<file path="config.mk">
export PLATFORM = sky130hd
export DESIGN_NAME = uart8_receiver_flat
export DESIGN_NICKNAME = d
export VERILOG_FILES = /design/src/rtl/uart8_receiver_if.sv /design/src/rtl/uart8_receiver.sv /design/src/flat_wrapper.sv
export SDC_FILE = /design/constraint.sdc
export NUM_CORES = 1
export LEC_CHECK = 0
export ABC_AREA = 1
export CORE_MARGIN = 3
export CORE_UTILIZATION = 30
export DETAILED_ROUTE_END_ITERATION = 8
export GPL_ROUTABILITY_DRIVEN = 1
export PLACE_DENSITY_LB_ADDON = 0.05
export SETUP_SLACK_MARGIN = 0.15
export SLEW_MARGIN = 20
export SYNTH_ARGS = -nofsm -noshare
export SYNTH_HDL_FRONTEND = slang
export SYNTH_SLANG_ARGS = --single-unit
</file>
<file path="constraint.sdc">
create_clock -name clk -period 4.1 [get_ports clk]
set_input_delay 0.82 -clock clk [delete_from_list [all_inputs] [get_ports clk]]
set_output_delay 0.82 -clock clk [all_outputs]
set_load 0.005 [all_outputs]
</file>
<file path="src/rtl/uart8_receiver_if.sv">
// Signal bundle between the 8-N-1 UART receiver and its consumer.
// The receiver takes the slave side; whoever drives the line and enable is the master.
interface uart8_receiver_if;
    logic       en;
    logic       rx;
    logic [7:0] out;
    logic       busy;
    logic       done;
    logic       err;

    modport master (output en, rx, input out, busy, done, err);
    modport slave  (input en, rx, output out, busy, done, err);
endinterface

</file>
<file path="src/rtl/uart8_receiver.sv">
// 8-N-1 UART receiver with 16x oversampling derived directly from the board clock.
// Samples mid-bit, shifts LSB-first, and flags framing errors on a zero stop bit.
module uart8_receiver #(
    parameter int CLOCK_RATE = 12_000_000,
    parameter int BAUD_RATE  = 9600
) (
    input  logic              clk,
    input  logic              rst,
    uart8_receiver_if.slave   bus
);
    localparam int DIV = CLOCK_RATE / (BAUD_RATE * 16);
    localparam int DW  = (DIV > 1) ? $clog2(DIV) : 1;
    localparam logic [DW-1:0] DIV_LAST = DW'(DIV - 1);

    if (DIV < 1) begin : gDivCheck
        $error("uart8_receiver: CLOCK_RATE too low for 16x oversampling of BAUD_RATE");
    end

    typedef enum logic [1:0] {
        IDLE  = 2'd0,
        START = 2'd1,
        DATA  = 2'd2,
        STOP  = 2'd3
    } rxState_t;

    rxState_t      state_r, nextState_s;
    logic          rxMeta_r, rxSync_r, rxPrev_r;
    logic [DW-1:0] divCnt_r;
    logic [3:0]    tcnt_r;
    logic [2:0]    bcnt_r;
    logic [7:0]    shreg_r, out_r;
    logic          busy_r, done_r, err_r;
    logic          tick_s, startEdge_s, shift_s, frameOk_s, frameBad_s;

    assign tick_s = (divCnt_r == DIV_LAST);

    // Next-state decode; en low drops any frame in progress without a strobe.
    always_comb begin
        nextState_s = state_r;
        startEdge_s = 1'b0;
        shift_s     = 1'b0;
        frameOk_s   = 1'b0;
        frameBad_s  = 1'b0;
        if (!bus.en) begin
            nextState_s = IDLE;
        end else begin
            case (state_r)
                IDLE: begin
                    if (rxPrev_r && !rxSync_r) begin
                        nextState_s = START;
                        startEdge_s = 1'b1;
                    end else begin
                        nextState_s = IDLE;
                    end
                end
                START: begin
                    if (tick_s && (tcnt_r == 4'd7)) begin
                        nextState_s = rxSync_r ? IDLE : DATA;
                    end else begin
                        nextState_s = START;
                    end
                end
                DATA: begin
                    if (tick_s && (tcnt_r == 4'd15)) begin
                        shift_s     = 1'b1;
                        nextState_s = (bcnt_r == 3'd7) ? STOP : DATA;
                    end else begin
                        nextState_s = DATA;
                    end
                end
                STOP: begin
                    if (tick_s && (tcnt_r == 4'd15)) begin
                        nextState_s = IDLE;
                        frameOk_s   = rxSync_r;
                        frameBad_s  = !rxSync_r;
                    end else begin
                        nextState_s = STOP;
                    end
                end
                default: nextState_s = IDLE;
            endcase
        end
    end

    // State, synchronizer, strobes and the received byte.
    always_ff @(posedge clk) begin
        if (rst) begin
            state_r  <= IDLE;
            rxMeta_r <= 1'b1;
            rxSync_r <= 1'b1;
            rxPrev_r <= 1'b1;
            busy_r   <= 1'b0;
            done_r   <= 1'b0;
            err_r    <= 1'b0;
            out_r    <= 8'h00;
        end else begin
            state_r  <= nextState_s;
            rxMeta_r <= bus.rx;
            rxSync_r <= rxMeta_r;
            rxPrev_r <= rxSync_r;
            busy_r   <= (nextState_s != IDLE);
            done_r   <= frameOk_s;
            err_r    <= frameBad_s;
            if (frameOk_s) begin
                out_r <= shreg_r;
            end
        end
    end

    // Oversampling divider and bit timing; the start edge re-phases everything.
    always_ff @(posedge clk) begin
        if (rst) begin
            divCnt_r <= '0;
            tcnt_r   <= 4'd0;
            bcnt_r   <= 3'd0;
            shreg_r  <= 8'h00;
        end else begin
            if (startEdge_s || tick_s) begin
                divCnt_r <= '0;
            end else begin
                divCnt_r <= divCnt_r + DW'(1);
            end

            if (startEdge_s) begin
                tcnt_r <= 4'd0;
            end else if (tick_s) begin
                // Leaving START at the half-bit point restarts the 16-tick bit frame.
                tcnt_r <= ((state_r == START) && (tcnt_r == 4'd7)) ? 4'd0 : tcnt_r + 4'd1;
            end

            if (startEdge_s) begin
                bcnt_r <= 3'd0;
            end else if (shift_s) begin
                bcnt_r <= bcnt_r + 3'd1;
            end

            if (shift_s) begin
                shreg_r <= {rxSync_r, shreg_r[7:1]};
            end
        end
    end

    assign bus.out  = out_r;
    assign bus.busy = busy_r;
    assign bus.done = done_r;
    assign bus.err  = err_r;
endmodule

</file>
<file path="src/flat_wrapper.sv">
// flat-port wrapper written by rule: the top's interface ports become plain ports
module uart8_receiver_flat 
#(
    parameter int CLOCK_RATE = 12_000_000,
    parameter int BAUD_RATE  = 9600
)
  (clk, rst, bus_en, bus_rx, bus_out, bus_busy, bus_done, bus_err);
  uart8_receiver_if bus_i ();
  input  logic clk;
  input  logic rst;
  input wire logic [$bits(bus_i.en)-1:0] bus_en;
  input wire logic [$bits(bus_i.rx)-1:0] bus_rx;
  output wire logic [$bits(bus_i.out)-1:0] bus_out;
  output wire logic [$bits(bus_i.busy)-1:0] bus_busy;
  output wire logic [$bits(bus_i.done)-1:0] bus_done;
  output wire logic [$bits(bus_i.err)-1:0] bus_err;
  assign bus_i.en = bus_en;
  assign bus_i.rx = bus_rx;
  assign bus_out = bus_i.out;
  assign bus_busy = bus_i.busy;
  assign bus_done = bus_i.done;
  assign bus_err = bus_i.err;
  uart8_receiver #(.CLOCK_RATE(CLOCK_RATE), .BAUD_RATE(BAUD_RATE)) u_core (.clk(clk), .rst(rst), .bus(bus_i));
endmodule
</file>
Word-level counts from Yosys, hierarchy flattened
Index checks and enable logic that the tools add are counted.

operators by class
  eq/ne operators = 7
  multiply operators = 0
  mux-type cells = 18
  reduce and logical (&&, ||, !) cells = 11
  div/mod/pow operators = 0
  $lt $le $gt $ge = 0
  bitwise operators = 3
  shifts and indexed selects = 0
  $add $sub $neg = 3

operators by type and width
  operator               number
  $mux W1                11
  $mux W2                5
  $pmux W2 S4            1
  $add A7 B1 Y7 const B  1
  $eq A7 B7 Y1 const B   1
  $add A4 B1 Y4 const B  1
  $eq A2 B2 Y1 const B   2
  $eq A4 B3 Y1 const B   1
  $eq A4 B4 Y1 const B   1
  $logic_and A1 B1 Y1    4
  $mux W4                1
  $reduce_or A2 Y1       2
  $reduce_or A4 Y1       1
  $add A3 B1 Y3 const B  1
  $eq A3 B3 Y1 const B   1
  $not A1 Y1             3
  $eq A2 B1 Y1 const B   1
  $logic_not A2 Y1       1
  $reduce_bool A2 Y1     1
  $logic_not A1 Y1       1
  $logic_or A1 B1 Y1     1

word-level totals
  register bits = 38
  latch bits = 0
  input port bits = 4
  ROM bits = 0
  memory bits (writable) = 0
  output and inout bits = 11
  word-level logic and storage cells = 54
  memories kept = 0

Longest topological paths before layout
  depth after elaboration = 7
  gate-level depth with buffers = 11
  mapped depth without buffers = 10

Least setup slack after synthesis
OpenSTA, ideal clock, no wires.

  path type = input -> register
  from = input rst
  to = register u_core.divCnt_r[5]
  data arrival time = 1527 ps
  required time = 4036 ps
  buffers on the path = 0
  slack = 2509 ps
  setup time = 64 ps
  stages on the path = 6
  path through = inv_1 -> nand2_1 -> inv_1 -> nand2_1 -> a21o_1 -> nor2_1

between the ends
  word-level cells in the longest chain between the ends = 1

ends and longest elaborated chain
  element                            line                   RTL
  from (decl)                        flat_wrapper.sv:10     input logic rst;
  $reduce_or A2 Y1 (no source line)  -
  to (signal assigned)               uart8_receiver.sv:121  divCnt_r <= divCnt_r + DW'(1);
  to (decl)                          uart8_receiver.sv:28   logic [DW-1:0] divCnt_r;

Every way passes these cells.
A chain may end at the register's enable or synchronous reset.

Worst setup path in the final report
Same ends and word-level chain as after synthesis.

==> impl_metrics.py <==
metrics = {
    "run": {
        "cap_violations": 0,
    },
    "detailed_routing": {
        "dr_wl_met3_um": 132,
        "met2WireLength_um": 1260,
        "wirelength_um": 3000,
        "wl_per_cell_um": 9.66,
        "drcViolationCount": 0,
        "drtPass1Iterations": 5,
        "num_vias": 1315,
        "drt_iter0_drc": 31,
        "antenna_left": 0,
        "viasPerCell": 4.23,
        "wl_met1_um": 1560,
        "top_layer_used": "met4",
    },
    "cts": {
        "cts-buffers-inserted": 5,
        "cts-resized-gates": 0,
        "cts_htree_levels": 2,
        "clock_sinks": 38,
        "cts.clk_slew.worst_paths_ps": 70,
        "cts_tree": "built",
        "cts.hold.buffers_added": 0,
        "cts_root_buf": "clkbuf_8",
        "cts_buffer_depth": 2,
        "clock_latency_ps": 280,
        "postCtsSetupBuffers": 0,
    },
    "floorplan": {
        "die_y_um": 80.9,
        "dieArea_mm2": 0.00654,
        "rows": 26,
        "start_util_pct": 31.9,
        "core_region_area_mm2": 0.00527,
        "die-width_um": 80.9,
        "io_pins": 15,
    },
    "final_layout": {
        "n_antenna_cell": 0,
        "multi_input_area_um2": 761,
        "fill_cells": 587,
        "area_delta_synth_final_pct": 17.4,
        "drive_gt1_share_pct": 8.30,
        "final_nets": 249,
        "final_cell_area_mm2": 0.00198,
        "ff_latch_area_um2": 761,
    },
    "sta": {
        "fin_crit_sh_pct": 57.6,
        "final.min_clock_period_ps": 2360,
        "setup_viol": 0,
        "hold_viol": 0,
        "setup_tns_ps": 0,
        "fin_worst_skew_ps": 2.04,
        "slew-limit-headroom_pct": 63.3,
        "max_freq_ghz": 0.423,
        "rsz0062_at_grt": "false",
        "worst_pin_slew_ps": 550,
        "slew_violations": 0,
    },
    "placed_design": {
        "place_congestion": 0.696,
        "portBuffers": 14,
        "dpl_cell_area_mm2": 0.00187,
        "hpwl_um": 2100,
    },
    "power": {
        "intPower_mw": 0.563,
        "power_density_mw_per_mm2": 358,
        "p_sw_share_pct": 20.4,
        "power_frac_comb_pct": 2.8,
        "peakVddDrop_uv": 184,
        "pwr-share-seq_pct": 53.4,
        "switchingPower_mw": 0.144,
        "leakage_nw": 0.884,
        "clkPwrFrac_pct": 43.8,
    },
    "setup_path": {
        "start_kind": "input pin",
        "timing.rr.start": "u_core.divCnt_r[0]",
        "cp_data_required_time_ps": 4320,
        "cp-startpoint": "rst",
        "ff2ff_setup_slack_ps": 2400,
        "crit_buf_inv": 3,
        "max_stage_delay_ps": 470,
        "timing.rr.end": "u_core.shreg_r[2]",
        "crit_family": "buffers and inverters",
        "critical_path_class": "in2reg",
        "reg2reg_depth": 7,
        "cp-end-kind": "register",
        "cp_cell_sequence": "clkdlybuf4s50_1 > inv_1 > nand2_1 > inv_1 > nand2_1 > a21o_1 > nor2_1",
        "arrival_ps": 2590,
        "critPathMaxFanout": 18,
        "slowest_stage": "clkdlybuf4s50_1",
    },
    "synth": {
        "synthCells": 223,
        "synth_area_mm2": 0.00168,
        "syn_avg_cell_area_um2": 7.55,
        "async_reset_ff_share_pct": 0,
        "synth.most_common_cell": "nand2_1",
        "ys_types": 27,
        "synthesis.nets": 232,
        "ys_top_cells_by_area": "dfxtp_1, nand2_1, nor2_1",
        "synthFlopType": "dfxtp_1",
        "seq_area_frac_synth_pct": 45.2,
        "synth_common_cells": "nand2_1, nor2_1, dfxtp_1, inv_1",
        "ys_ff_latch": 38,
        "synth_edf_count": 0,
        "yosys_warnings": 0,
        "yosysTopAreaCell": "dfxtp_1",
        "synth_top_area_share_pct": 45.2,
    },
    "global_route": {
        "antenna_found_initial": 0,
        "grtUsageTotal_pct": 10.5,
        "grt_max_degree": 22,
        "grt_pass1_wl_um": 5290,
        "overflow": 0,
        "grt_pass1_vias": 1218,
    },
    "hold_path": {
        "hp-class": "reg2reg",
        "hold_end": "u_core.rxSync_r",
        "worstHoldStart": "u_core.rxMeta_r",
        "min_path_cells": 1,
    },
    "outcome": {
        "status": "completed",
    },
}
registers in the layout, summed over array words and instances (netlist names):
signal and cells:
u_core.divCnt_r 7, u_core.shreg_r 8, u_core.bcnt_r 3, u_core.rxSync_r 1, u_core.bus.err 1, u_core.bus.out 8, u_core.rxMeta_r 1, u_core.rxPrev_r 1
u_core.state_r 2, u_core.bus.done 1, u_core.tcnt_r 4, u_core.bus.busy 1
worst max path at each step:
stage          slack, ps  cells past startpoint            endpoint
5_1_grt             1510                      7  u_core.divCnt_r[5]
4_1_cts             1670                      7  u_core.divCnt_r[5]
3_5_place_dp        1380                      7  u_core.divCnt_r[5]
2_1_floorplan       2510                      6  u_core.divCnt_r[5]
3_3_place_gp        1440                      7  u_core.divCnt_r[5]
6_report            1740                      7  u_core.divCnt_r[5]
area by class of cell:
cell class / count / area share, %
timing repair buffer: 14 / 7.09
multi-input combinational: 149 / 38.5
inverter: 32 / 6.08
clock inverter: 1 / 1.52
tap: 70 / 4.43
sequential: 38 / 38.5
clock buffer: 7 / 3.86
per-layer routing:
layer	vias up	global-route usage, %
met2	22	16.6
met3	5	3.10
met1	570	13.3
met4	0	4.56
li1	718	-
met5	-	0
cell usage in the layout, fill, tap and decap left out, drive strengths merged:
master / n
a21oi: 4
nor2: 49
clkbuf: 7
and2: 4
a211oi: 1
ha: 5
inv: 32
a21o: 1
nor3: 3
nor3b: 4
bufinv: 1
a31oi: 1
nand4: 6
or2: 2
nand3: 7
xor2: 1
o21ai: 6
nand2: 55
dfxtp: 38
clkdlybuf4s50: 14
logic make-up after synthesis:
| family | after synthesis | share of synthesized area (%) |
|---|---|---|
| AOI/OAI and AO/OA | 13 | 4.24 |
| xor gates and xnor gates | 1 | 0.521 |
| adders and majority gates | 5 | 3.72 |
| buffers and inverters | 36 | 9.59 |
| DFF | 38 | 45.2 |
| and+or+nand+nor | 130 | 36.7 |
worst reg2reg max path, stage by stage, from the launching register on:
cell	delay, ps
dfxtp_1	400
ha_1	200
nand3_1	130
nor2_4	240
nand4_4	300
nand2_1	150
o21ai_1	60
and2_1	130
power by group through the flow:
stage                     combinational, mW  clock [mW]  sequential (mW)
after floorplan                      0.0124           0            0.385
final                                0.0197       0.310            0.377
after detailed placement             0.0202           0            0.386
after CTS                            0.0204       0.327            0.377
after global placement               0.0203           0            0.386
after global routing                 0.0229       0.340            0.378
metrics by stage:
step                      instances  setup slack [ps]  power [mW]  utilization, %  hold slack (ps)
after floorplan                 223              2510       0.397               -              389
after global placement          303              1440       0.407            35.5              404
after detailed placement        303              1380       0.406            35.5              399
after CTS                       311              1670       0.724            37.5              423
after global routing            311              1510       0.741            37.5              456
final                           311              1740       0.707            37.5              412
Power figures use the tool's default switching activity.
